$ cat config.mk
export PLATFORM = sky130hd
export DESIGN_NAME = c2_channel_router_flat
export DESIGN_NICKNAME = d
export VERILOG_FILES = /design/src/rtl/c2_channel_router_pkg.sv /design/src/rtl/c2_channel_router_if.sv /design/src/rtl/c2_channel_router_tx_fifo.sv /design/src/rtl/c2_channel_router.sv /design/src/flat_wrapper.sv
export SDC_FILE = /design/constraint.sdc
export NUM_CORES = 1
export LEC_CHECK = 0
export CAP_MARGIN = 5
export CORE_ASPECT_RATIO = 0.9
export CORE_UTILIZATION = 45
export CTS_BUF_LIST = sky130_fd_sc_hd__clkbuf_4
export DETAILED_ROUTE_END_ITERATION = 7
export PLACE_DENSITY = 0.71
export RECOVER_POWER = 25
export SLEW_MARGIN = 20
export SYNTH_ARGS = -nofsm -noshare
export SYNTH_HDL_FRONTEND = slang
export SYNTH_SLANG_ARGS = --single-unit
$ cat constraint.sdc
create_clock -name clk_i -period 3.4 [get_ports clk_i]
set_clock_uncertainty 0.05 [all_clocks]
set_input_delay 0.51 -clock clk_i [delete_from_list [all_inputs] [get_ports clk_i]]
set_output_delay 0.51 -clock clk_i [all_outputs]
set_load 0.03 [all_outputs]
$ cat src/rtl/c2_channel_router_pkg.sv
// Shared types and default constants for the C2 channel router.
package c2_pkg;

   typedef enum logic [1:0] {
      S_IDLE,
      S_ACK,
      S_GRANT
   } c2_state_t;

   localparam logic [7:0] ACK_DEFAULT = 8'hA5;
   localparam logic [7:0] NAK_DEFAULT = 8'hEE;

   localparam logic [7:0] CMD_DEBUG  = 8'h44;
   localparam logic [7:0] CMD_LOAD_I = 8'h4C;
   localparam logic [7:0] CMD_UPLOAD = 8'h55;
   localparam logic [7:0] CMD_RUN    = 8'h52;

   // Channel i owns byte [8i+7:8i], so channel 0 sits in the low byte.
   localparam logic [31:0] CMD_CODES_DEFAULT = {CMD_RUN, CMD_UPLOAD, CMD_LOAD_I, CMD_DEBUG};

endpackage

$ cat src/rtl/c2_channel_router_if.sv
// UART and functional-unit signal bundle for c2_channel_router.
interface c2_channel_router_if #(
   parameter int unsigned NUM_CH = 4
);
   logic [7:0]          rx_data_i;
   logic                rx_ready_i;
   logic [7:0]          tx_data_o;
   logic                tx_start_o;
   logic                tx_done_i;
   logic [NUM_CH-1:0]   ch_grant_o;
   logic [NUM_CH-1:0]   ch_rx_valid_o;
   logic [7:0]          ch_rx_data_o;
   logic [NUM_CH-1:0]   ch_done_i;
   logic [NUM_CH-1:0]   ch_tx_valid_i;
   logic [NUM_CH*8-1:0] ch_tx_data_i;
   logic [NUM_CH-1:0]   ch_tx_ready_o;
   logic                soft_reset_o;
   logic                waiting_o;
   logic                busy_o;

   modport master (
      output rx_data_i, rx_ready_i, tx_done_i, ch_done_i, ch_tx_valid_i, ch_tx_data_i,
      input  tx_data_o, tx_start_o, ch_grant_o, ch_rx_valid_o, ch_rx_data_o,
             ch_tx_ready_o, soft_reset_o, waiting_o, busy_o
   );

   modport slave (
      input  rx_data_i, rx_ready_i, tx_done_i, ch_done_i, ch_tx_valid_i, ch_tx_data_i,
      output tx_data_o, tx_start_o, ch_grant_o, ch_rx_valid_o, ch_rx_data_o,
             ch_tx_ready_o, soft_reset_o, waiting_o, busy_o
   );
endinterface

$ cat src/rtl/c2_channel_router_tx_fifo.sv
// Synchronous byte FIFO with extra-bit pointers; push and pop may coincide when full.
module c2_tx_fifo #(
   parameter int unsigned DEPTH = 8,
   parameter int unsigned WIDTH = 8
) (
   input  logic             clk_i,
   input  logic             rst_i,
   input  logic             push_i,
   input  logic [WIDTH-1:0] wdata_i,
   input  logic             pop_i,
   output logic [WIDTH-1:0] rdata_o,
   output logic             full_o,
   output logic             empty_o
);
   localparam int unsigned AW = $clog2(DEPTH);

   logic [AW:0]      wr_ptr_q;
   logic [AW:0]      rd_ptr_q;
   logic [WIDTH-1:0] mem_q [DEPTH];

   always_ff @(posedge clk_i) begin
      if (rst_i) begin
         wr_ptr_q <= '0;
         rd_ptr_q <= '0;
      end else begin
         if (push_i) wr_ptr_q <= wr_ptr_q + 1'b1;
         if (pop_i)  rd_ptr_q <= rd_ptr_q + 1'b1;
      end
   end

   always_ff @(posedge clk_i) begin
      if (push_i) mem_q[wr_ptr_q[AW-1:0]] <= wdata_i;
   end

   assign rdata_o = mem_q[rd_ptr_q[AW-1:0]];
   assign empty_o = (wr_ptr_q == rd_ptr_q);
   assign full_o  = (wr_ptr_q[AW] != rd_ptr_q[AW]) && (wr_ptr_q[AW-1:0] == rd_ptr_q[AW-1:0]);
endmodule

$ cat src/rtl/c2_channel_router.sv
// Command-decoding channel router: grants one unit, gates RX, merges TX round-robin.
// Optional inactivity watchdog enabled by defining C2_ROUTER_TIMEOUT_EN.
module c2_channel_router
   import c2_pkg::*;
#(
   parameter int unsigned         NUM_CH         = 4,
   parameter logic [NUM_CH*8-1:0] CMD_CODES      = CMD_CODES_DEFAULT,
   parameter int unsigned         FIFO_DEPTH     = 8,
   parameter logic [7:0]          ACK_BYTE       = ACK_DEFAULT,
   parameter logic [7:0]          NAK_BYTE       = NAK_DEFAULT,
   parameter int unsigned         TIMEOUT_CYCLES = 100_000_000
) (
   input logic                clk_i,
   input logic                rst_i,
   c2_channel_router_if.slave bus
);
   localparam int unsigned IDX_W = (NUM_CH > 1) ? $clog2(NUM_CH) : 1;

   c2_state_t        state_q, state_d;
   logic [IDX_W-1:0] ch_q, ch_d;
   logic [IDX_W-1:0] rr_q;
   logic             nak_pend_q, nak_pend_d;
   logic             outstanding_q;
   logic [7:0]       tx_data_q;
   logic             tx_start_q;

   logic             cmd_hit;
   logic [IDX_W-1:0] cmd_idx;
   logic             nak_req, nak_push, ack_push, ctrl_busy;
   logic             tx_sel_hit;
   logic [IDX_W-1:0] tx_sel;
   logic [7:0]       push_data;
   logic             fifo_push, fifo_full, fifo_empty, pop, space;
   logic [7:0]       fifo_rdata;
   logic             wd_timeout;

   always_comb begin
      cmd_hit = 1'b0;
      cmd_idx = '0;
      for (int unsigned i = 0; i < NUM_CH; i++) begin
         if (!cmd_hit && bus.rx_data_i == CMD_CODES[8*i +: 8]) begin
            cmd_hit = 1'b1;
            cmd_idx = IDX_W'(i);
         end
      end
   end

   // A pop frees a slot in the same cycle, so a full FIFO can still accept a push.
   assign pop   = !fifo_empty && !outstanding_q;
   assign space = !fifo_full || pop;

   always_comb begin
      state_d  = state_q;
      ch_d     = ch_q;
      nak_req  = 1'b0;
      ack_push = 1'b0;
      unique case (state_q)
         S_IDLE: begin
            if (bus.rx_ready_i) begin
               if (cmd_hit) begin
                  ch_d    = cmd_idx;
                  state_d = S_ACK;
               end else begin
                  nak_req = 1'b1;
               end
            end
         end
         S_ACK: begin
            if (space && !nak_pend_q) begin
               ack_push = 1'b1;
               state_d  = S_GRANT;
            end
         end
         S_GRANT: begin
            if (bus.ch_done_i[ch_q]) begin
               state_d = S_IDLE;
            end else if (wd_timeout) begin
               nak_req = 1'b1;
               state_d = S_IDLE;
            end
         end
         default: state_d = S_IDLE;
      endcase
   end

   // A NAK that finds no room is parked and goes out ahead of any later ACK.
   assign nak_push   = (nak_pend_q || nak_req) && space;
   assign nak_pend_d = (nak_pend_q && nak_req) || ((nak_pend_q || nak_req) && !space);
   assign ctrl_busy  = nak_pend_q || nak_req || (state_q == S_ACK);

   always_comb begin
      int unsigned idx;
      logic [IDX_W-1:0] cand;
      idx        = 0;
      cand       = '0;
      tx_sel_hit = 1'b0;
      tx_sel     = '0;
      if (space && !ctrl_busy) begin
         for (int unsigned k = 0; k < NUM_CH; k++) begin
            idx = 32'(rr_q) + k + 1;
            if (idx >= NUM_CH) idx = idx - NUM_CH;
            cand = IDX_W'(idx);
            if (!tx_sel_hit && bus.ch_tx_valid_i[cand]) begin
               tx_sel_hit = 1'b1;
               tx_sel     = cand;
            end
         end
      end
   end

   always_comb begin
      push_data = bus.ch_tx_data_i[{tx_sel, 3'b000} +: 8];
      if (ack_push) push_data = ACK_BYTE;
      if (nak_push) push_data = NAK_BYTE;
   end

   assign fifo_push = nak_push || ack_push || tx_sel_hit;

   c2_tx_fifo #(
      .DEPTH (FIFO_DEPTH),
      .WIDTH (8)
   ) u_fifo (
      .clk_i   (clk_i),
      .rst_i   (rst_i),
      .push_i  (fifo_push),
      .wdata_i (push_data),
      .pop_i   (pop),
      .rdata_o (fifo_rdata),
      .full_o  (fifo_full),
      .empty_o (fifo_empty)
   );

   always_ff @(posedge clk_i) begin
      if (rst_i) begin
         state_q       <= S_IDLE;
         ch_q          <= '0;
         rr_q          <= '0;
         nak_pend_q    <= 1'b0;
         outstanding_q <= 1'b0;
         tx_data_q     <= '0;
         tx_start_q    <= 1'b0;
      end else begin
         state_q    <= state_d;
         ch_q       <= ch_d;
         nak_pend_q <= nak_pend_d;
         tx_start_q <= pop;
         if (tx_sel_hit) rr_q <= tx_sel;
         if (pop) begin
            tx_data_q     <= fifo_rdata;
            outstanding_q <= 1'b1;
         end else if (bus.tx_done_i) begin
            outstanding_q <= 1'b0;
         end
      end
   end

`ifdef C2_ROUTER_TIMEOUT_EN
   logic [31:0] wd_q;
   logic        wd_clear;

   assign wd_clear = bus.rx_ready_i || (tx_sel_hit && tx_sel == ch_q);

   always_ff @(posedge clk_i) begin
      if (rst_i || state_q != S_GRANT || wd_clear) wd_q <= '0;
      else                                         wd_q <= wd_q + 32'd1;
   end

   assign wd_timeout = (state_q == S_GRANT) && (wd_q == 32'(TIMEOUT_CYCLES - 1));
`else
   assign wd_timeout = (TIMEOUT_CYCLES == 0) && 1'b0;
`endif

   always_comb begin
      bus.ch_grant_o = '0;
      if (state_q == S_GRANT) bus.ch_grant_o[ch_q] = 1'b1;
   end

   always_comb begin
      bus.ch_tx_ready_o = '0;
      if (tx_sel_hit) bus.ch_tx_ready_o[tx_sel] = 1'b1;
   end

   assign bus.ch_rx_valid_o = bus.ch_grant_o & {NUM_CH{bus.rx_ready_i}};
   assign bus.ch_rx_data_o  = bus.rx_data_i;
   assign bus.tx_data_o     = tx_data_q;
   assign bus.tx_start_o    = tx_start_q;
   assign bus.soft_reset_o  = ack_push;
   assign bus.waiting_o     = (state_q == S_IDLE);
   assign bus.busy_o        = !fifo_empty || outstanding_q;
endmodule
$ cat src/flat_wrapper.sv
// flat-port wrapper written by rule: the top's interface ports become plain ports
module c2_channel_router_flat import c2_pkg::*;
#(
   parameter int unsigned         NUM_CH         = 4,
   parameter logic [NUM_CH*8-1:0] CMD_CODES      = CMD_CODES_DEFAULT,
   parameter int unsigned         FIFO_DEPTH     = 8,
   parameter logic [7:0]          ACK_BYTE       = ACK_DEFAULT,
   parameter logic [7:0]          NAK_BYTE       = NAK_DEFAULT,
   parameter int unsigned         TIMEOUT_CYCLES = 100_000_000
)
  (clk_i, rst_i, bus_rx_data_i, bus_rx_ready_i, bus_tx_done_i, bus_ch_done_i, bus_ch_tx_valid_i, bus_ch_tx_data_i, bus_tx_data_o, bus_tx_start_o, bus_ch_grant_o, bus_ch_rx_valid_o, bus_ch_rx_data_o, bus_ch_tx_ready_o, bus_soft_reset_o, bus_waiting_o, bus_busy_o);
  c2_channel_router_if #(.NUM_CH(NUM_CH)) bus_i ();
  input logic clk_i;
  input logic rst_i;
  input wire logic [$bits(bus_i.rx_data_i)-1:0] bus_rx_data_i;
  input wire logic [$bits(bus_i.rx_ready_i)-1:0] bus_rx_ready_i;
  input wire logic [$bits(bus_i.tx_done_i)-1:0] bus_tx_done_i;
  input wire logic [$bits(bus_i.ch_done_i)-1:0] bus_ch_done_i;
  input wire logic [$bits(bus_i.ch_tx_valid_i)-1:0] bus_ch_tx_valid_i;
  input wire logic [$bits(bus_i.ch_tx_data_i)-1:0] bus_ch_tx_data_i;
  output wire logic [$bits(bus_i.tx_data_o)-1:0] bus_tx_data_o;
  output wire logic [$bits(bus_i.tx_start_o)-1:0] bus_tx_start_o;
  output wire logic [$bits(bus_i.ch_grant_o)-1:0] bus_ch_grant_o;
  output wire logic [$bits(bus_i.ch_rx_valid_o)-1:0] bus_ch_rx_valid_o;
  output wire logic [$bits(bus_i.ch_rx_data_o)-1:0] bus_ch_rx_data_o;
  output wire logic [$bits(bus_i.ch_tx_ready_o)-1:0] bus_ch_tx_ready_o;
  output wire logic [$bits(bus_i.soft_reset_o)-1:0] bus_soft_reset_o;
  output wire logic [$bits(bus_i.waiting_o)-1:0] bus_waiting_o;
  output wire logic [$bits(bus_i.busy_o)-1:0] bus_busy_o;
  assign bus_i.rx_data_i = bus_rx_data_i;
  assign bus_i.rx_ready_i = bus_rx_ready_i;
  assign bus_i.tx_done_i = bus_tx_done_i;
  assign bus_i.ch_done_i = bus_ch_done_i;
  assign bus_i.ch_tx_valid_i = bus_ch_tx_valid_i;
  assign bus_i.ch_tx_data_i = bus_ch_tx_data_i;
  assign bus_tx_data_o = bus_i.tx_data_o;
  assign bus_tx_start_o = bus_i.tx_start_o;
  assign bus_ch_grant_o = bus_i.ch_grant_o;
  assign bus_ch_rx_valid_o = bus_i.ch_rx_valid_o;
  assign bus_ch_rx_data_o = bus_i.ch_rx_data_o;
  assign bus_ch_tx_ready_o = bus_i.ch_tx_ready_o;
  assign bus_soft_reset_o = bus_i.soft_reset_o;
  assign bus_waiting_o = bus_i.waiting_o;
  assign bus_busy_o = bus_i.busy_o;
  c2_channel_router #(.NUM_CH(NUM_CH), .CMD_CODES(CMD_CODES), .FIFO_DEPTH(FIFO_DEPTH), .ACK_BYTE(ACK_BYTE), .NAK_BYTE(NAK_BYTE), .TIMEOUT_CYCLES(TIMEOUT_CYCLES)) u_core (.clk_i(clk_i), .rst_i(rst_i), .bus(bus_i));
endmodule
==> After elaboration in Yosys (flattened, before gate mapping) <==
Memory sizes are Yosys's and may differ from the RTL's. A register that Yosys moved wholly into a read port is not among the register bits.
Cells that the tools add are included.
{ "classes": {"addsub": 12, "n_lt_le_gt_ge": 12, "eq_ne": 13, "shift": 1, "n_mux": 60, "bitwise_logic": 1, "n_reduce_logical": 38} }
{ "op_table": {"columns": ["cell", "n"], "rows": [
  ["greater-or-equal comparator 32 x 3 -> 1 bit (second input constant)", 3],
  ["two-way mux 2 bit", 19],
  ["equality test 8 x 7 -> 1 bit (second input constant)", 4],
  ["variable part select 32 x 6 -> 8 bit", 1],
  ["two-way mux 1 bit", 29],
  ["< comparator 2 x 3 -> 1 bit (second input constant)", 6],
  ["two-way mux 8 bit", 2],
  ["logical AND 1 bit", 15],
  ["adder 3 x 1 -> 4 bit (second input constant)", 3],
  ["zero test 1 bit", 12],
  ["binary-select mux 1 bit (select 2 bit)", 5],
  ["adder 4 x 1 -> 4 bit (second input constant)", 2],
  ["two-way mux 4 bit", 2],
  ["subtractor 2 x 1 -> 2 bit (second input constant)", 4],
  ["logical OR 1 bit", 7],
  ["adder 2 x 2 -> 3 bit (second input constant)", 2],
  ["!= test 2 x 1 -> 1 bit (second input constant)", 3],
  ["one-hot mux 2 bit (3 select lines)", 1],
  ["AND 4 bit", 1],
  ["demux 1 bit (select 2 bit)", 2],
  ["equality test 4 bit", 1],
  ["greater-or-equal comparator 2 x 1 -> 1 bit (second input constant)", 2],
  ["AND reduction 4 bit", 1],
  ["adder 2 x 1 -> 3 bit (second input constant)", 1],
  ["9 further kinds", 9]
]} }
{ "totals": {"ff_bits": 17, "ramBits": 64, "input_bits": 52, "out_inout_bits": 32, "memories": 1} }
{ "memory_table": {"columns": ["memory", "depth", "width", "rd", "rd_ports_with_merged_regs", "wr", "line", "rtl"], "rows": [
  ["u_core.u_fifo.mem_q", 8, 8, 1, 1, 1, "c2_channel_router_tx_fifo.sv:19", "logic [WIDTH-1:0] mem_q [DEPTH];"]
]} }

==> Logic depth before layout (Yosys ltp) <==
{ "logic_depth": {"ltp_word": 40, "ltp_mapped": 8, "depth_no_buf": 6} }

==> By module <==
A second synthesis with hierarchy kept.
{ "hier_totals": {"cells_unflattened": 346, "area_unflattened_um2": 4448.0} }
{ "modules_own_cells": {"columns": ["mod", "instances", "cells_each", "area_each_um2", "seq_area_each_um2"], "rows": [
  ["c2_tx_fifo", 1, 150, 2961.6, 2142.1],
  ["c2_channel_router", 1, 196, 1486.4, 340.3]
]} }

==> Least setup slack after synthesis <==
No wires, ideal clock.
{ "synth_path": {"path_type": "in2out", "start": "input port bus_rx_data_i[5]", "end": "output port bus_ch_tx_ready_o[1]", "arrival_time_ns": 2.221, "slack_ns": 0.619, "cell_stages": 5, "path_buffers": 0, "cell_sequence": "or3b_4 a211oi_4 o31ai_4 nand2b_4 nor3_1"} }
{ "synth_between": {"elab_chain_cells": 24, "elab_cells_between_ends": 29, "classes_between": "order compare: 2; eq/ne: 4; mux: 12; reduce/logical: 11"} }
{ "synth_lines": {"columns": ["element", "line", "rtl"], "rows": [
  ["start, declared", "flat_wrapper.sv:15", "input wire logic [$bits(bus_i.rx_data_i)-1:0] bus_rx_data_i;"],
  ["equality test 8 x 7 -> 1 bit", "c2_channel_router.sv:41", "if (!cmd_hit && bus.rx_data_i == CMD_CODES[8*i +: 8]) begin"],
  ["two-way mux 1 bit", "c2_channel_router.sv:41", null],
  ["zero test 1 bit", "c2_channel_router.sv:41", null],
  ["logical AND 1 bit", "c2_channel_router.sv:41", null],
  ["two-way mux 1 bit", "c2_channel_router.sv:41", null],
  ["zero test 1 bit", "c2_channel_router.sv:41", null],
  ["logical AND 1 bit", "c2_channel_router.sv:41", null],
  ["two-way mux 1 bit", "c2_channel_router.sv:41", null],
  ["(+8 left out)", null, null],
  ["zero test 1 bit (*)", "c2_channel_router.sv:98", "if (space && !ctrl_busy) begin"],
  ["logical AND 1 bit (*)", "c2_channel_router.sv:98", null],
  ["two-way mux 2 bit", "c2_channel_router.sv:98", null],
  ["< comparator 2 x 3 -> 1 bit (not written as such) or greater-or-equal comparator 2 x 1 -> 1 bit (tied branches)", "c2_channel_router.sv:180", "if (tx_sel_hit) bus.ch_tx_ready_o[tx_sel] = 1'b1;"],
  ["logical AND 1 bit (not written as such)", "c2_channel_router.sv:180", null],
  ["two-way mux 1 bit (not written as such)", "c2_channel_router.sv:180", null],
  ["demux 1 bit (select 2 bit)", null, null],
  ["two-way mux 4 bit (*)", "c2_channel_router.sv:180", null],
  ["end, declared", "flat_wrapper.sv:26", "output wire logic [$bits(bus_i.ch_tx_ready_o)-1:0] bus_ch_tx_ready_o;"]
]} }
Mark *: on every way between the ends. The rest lies on a longest branch, timed or not.

==> Worst setup path in the final report <==
{ "layout_path": {"start": "input port bus_rx_data_i[2]", "end": "output port bus_ch_tx_ready_o[2]"} }
Same word-level chain as after synthesis.

==> results by group <==
Detailed routing
  – Drt wl/cell: 17.8 um
  – Drt initial violations: ~210
  – Post-detailed-route via-to-cell ratio: 5.51
  – Total Routed Length: 9910 um
  – Pre-Repair DR Iteration Count: 7
  – Via count: ~3100
  – Antenna Nets Post-Route: 0
  – DRC: 0

Worst hold path
  – Worst Min Path Start: u_core.bus.tx_data_o[4]
  – Worst Hold Class: reg -> reg
  – Hold Crit Depth: 2
  – Worst Hold End: u_core.bus.tx_data_o[4]

Global routing
  – GRT Total Usage: 20.8%
  – Vias in the first global route: 3019
  – First-pass GRT wire length: 15700 um
  – GRT overflow: 0
  – Largest net degree at the start of global routing: 26
  – Initial antenna violation count: 0

Yosys
  – Syn Nets: 398
  – Avg Inst Size Synth: 12.7 sq um
  – Post-Synth Adder-Cell Area: less than 1%
  – Synth Area in Compound Gates: 11.2%
  – Mux cell area share after synthesis: 13.6%
  – Simple-gate share of the synthesized area: 14.1%
  – Synth Register Bits: 89
  – Seq/Total Area, Yosys: 55.3%
  – Cell variety after synth: 59
  – Ys flop type: edfxtp_1
  – Post-Syn Area: approximately 4400 sq um
  – Largest family of logic cells by synthesized area: simple AND/OR/NAND/NOR gates
  – XOR/XNOR share of the synthesized area: 1.80%
  – Ys async rst share: 0%
  – EDFF count, synth: 64
  – Post-synthesis cell count: 344
  – Ys Warns: 0

Timing
  – Final Hold Fails: 0
  – Max-slew violation count: 0
  – F_max: 309 MHz
  – Post-Route Setup TNS: 0 ns
  – Tcrit/Tclk final: 95.2%
  – Worst-Margin Slew: 1.14 ns
  – RSZ-0062 raised after global routing: no
  – Finish-stage setup viols: 0
  – Min cycle time layout: 3.24 ns
  – Slew Limit Headroom: between 20% and 30%

Clock tree
  – CTS Buffer Depth: 2
  – Clock root cell: clkbuf_4
  – Clk slew on worst S/H paths: 0.13 ns
  – TritonCTS clock tree: done
  – Post_cts resized: 0
  – H-Tree Depth: 3
  – CTS buffer count: 9
  – Clock Latency Late Sink: approximately 0.43 ns
  – Sink Count: 89
  – Number of setup buffers added after CTS: 0
  – Hold-fix buffers, CTS: 0

Worst setup path
  – R2R cell count: 7
  – Reg2Reg Launch Point: u_core.u_fifo.wr_ptr_q[2]
  – Worst R2R End: u_core.u_fifo.mem_q[2][0]
  – WP data arrival: 2.68 ns
  – Startpoint types: input pin
  – CP max FO: 9
  – Crit. End Element: output pin
  – Cell chain of the critical path: dlygate4sd3_1 > and4bb_2 > nor3b_4 > o31ai_4 > nor3_2 > and2_1 > buf_4
  – Critical path class: in -> out
  – Slowest CP cell: dlygate4sd3_1
  – Req. time, crit path: 2.84 ns
  – Worst stage delay on the critical path: 0.59 ns
  – R2R setup slack: approximately 0.67 ns

Place
  – Final GP Congestion: around 0.88
  – Post-DP HPWL: roughly 7000 um
  – Buffers on Ports: 83
  – Placed cell area: between 5000 and 6000 sq um

Power
  – Peak supply drop: 0.494 mV
  – PD cells: 535 nW/um^2
  – Pwr Total: 2.92 mW
  – Pleak: 1.89 nW

Die
  – Die height: 95.6 um
  – I/O pin count: 84
  – Initial Utilization: 47.1%
  – Die area: approximately 10000 sq um
  – Die width: roughly 110 um
  – Site Rows: 33
  – Floorplan core area: 9290 sq um

Layout
  – Post-layout nets: 484
  – Commonest non-fill, non-tap cells in the layout: 64 x edfxtp_1, 56 x clkdlybuf4s50_1, 39 x nor2_1
  – Filler cells: 758
  – Diodes inserted: 0
  – Post-route design area: 5460 sq um
  – Most common cell after layout, fill and taps aside: edfxtp_1
  – Share of post-route cells with drive strength above 1: approximately 15%
  – Area of the multi-input gates: 1790 sq um
  – Area grow syn2layout: 24.6%
  – FF+latch area: 2420 sq um

Run
  – Max-Cap Viols: 0

Outcome
  – Outcome: complete, no violations
area by class of cell:
| cell class | count | area share, % |
|---|---|---|
| Clock buffer | 10 | 1.38 |
| Tap cell | 122 | 2.80 |
| Timing Repair Buffer | 100 | 17.2 |
| Multi-Input combinational cell | 226 | 32.7 |
| Inverter | 4 | 0.275 |
| Sequential cell | 89 | 44.4 |
| Clock inverter | 6 | 1.22 |
power by group:
group / internal [mW] / switching, mW
logic: 0.441 / 0.529
registers: 1.30 / 0.0561
clock network: 0.237 / 0.357
worst max-delay path by stage:
stage          slack, ns        startpoint                         to  cells past startpoint
3_5_place_dp        0.07  bus_rx_data_i[6]  u_core.u_fifo.mem_q[6][3]                      7
4_1_cts             0.15  bus_rx_data_i[6]       bus_ch_tx_ready_o[2]                      7
2_1_floorplan       0.62  bus_rx_data_i[5]       bus_ch_tx_ready_o[1]                      5
5_1_grt             0.03  bus_rx_data_i[2]       bus_ch_tx_ready_o[3]                      8
6_report            0.16  bus_rx_data_i[2]       bus_ch_tx_ready_o[2]                      7
3_3_place_gp        0.21  bus_rx_data_i[6]       bus_ch_tx_ready_o[3]                      8
registers in the layout (all words and copies together) (netlist names):
| register | flops |
|---|---|
| u_core.state_q | 2 |
| u_core.u_fifo.wr_ptr_q | 4 |
| u_core.u_fifo.mem_q | 64 |
| u_core.nak_pend_q | 1 |
| u_core.bus.tx_data_o | 8 |
| u_core.ch_q | 2 |
| u_core.u_fifo.rd_ptr_q | 4 |
| u_core.bus.tx_start_o | 1 |
| u_core.rr_q | 2 |
| u_core.outstanding_q | 1 |
synth_stat cells (2+ instances only):
library cell | instances | share of area [%]
edfxtp_1 | 64 | 44
nor2_1 | 39 | 3.3
dfxtp_1 | 25 | 11
mux2i_1 | 20 | 4.6
mux4_2 | 17 | 8.7
a21oi_1 | 16 | 1.8
nor3_1 | 15 | 1.7
nand2_1 | 12 | 1.0
nand2b_1 | 11 | 1.6
buf_4 | 9 | 1.5
clkbuf_1 | 9 | 0.77
a211oi_1 | 8 | 1.4
nor2b_1 | 8 | 1.1
xor2_1 | 7 | 1.4
o21bai_1 | 6 | 1.0
buf_2 | 5 | 0.57
o21ai_0 | 5 | 0.57
inv_1 | 4 | 0.34
nand3b_1 | 4 | 0.69
a221o_1 | 3 | 0.69
a22o_1 | 3 | 0.60
a22oi_1 | 3 | 0.51
nand3_1 | 3 | 0.34
nor4_1 | 3 | 0.43
a31oi_1 | 2 | 0.29
and2_1 | 2 | 0.29
and3_1 | 2 | 0.29
buf_1 | 2 | 0.17
ha_1 | 2 | 0.57
nor3_2 | 2 | 0.46
o22ai_1 | 2 | 0.29
o31ai_1 | 2 | 0.34
or3_1 | 2 | 0.29
xnor2_1 | 2 | 0.40
critical path, delay by kind of cell:
family,cells,cell delay [ns]
buf+inv,2,0.79
compound gates,1,0.14
simple gates,4,1.22
layer usage:
metal,global-route usage [%],vias to the layer above,routed length [um]
met3,4.17,10,558
li1,-,1475,-
met2,35.5,88,4860
met4,5.90,0,141
met1,27.2,1497,4350
met5,0,-,0
cells by family (layout without fill, tap and decap cells):
family / count (synthesis) / after routing
adder cells (fa/ha/maj): 2 / 2
buffers and inverters: 29 / 120
multiplexers: 38 / 38
AND/OR/NAND/NOR: 114 / 114
XOR/XNOR: 9 / 9
AO/OA/AOI/OAI: 63 / 63
flip-flops: 89 / 89
stage by stage:
stage / setup WS (ns) / utilization [%] / instances / hold WS, ns
2_1_floorplan: 0.619 / - / 344 / 0.437
3_3_place_gp: 0.215 / 57.5 / 541 / 0.440
3_5_place_dp: 0.0667 / 57.5 / 541 / 0.444
4_1_cts: 0.146 / 59.1 / 557 / 0.463
5_1_grt: 0.0298 / 58.7 / 557 / 0.480
6_report: 0.163 / 58.7 / 557 / 0.454
(Power assumes the default switching activity.)
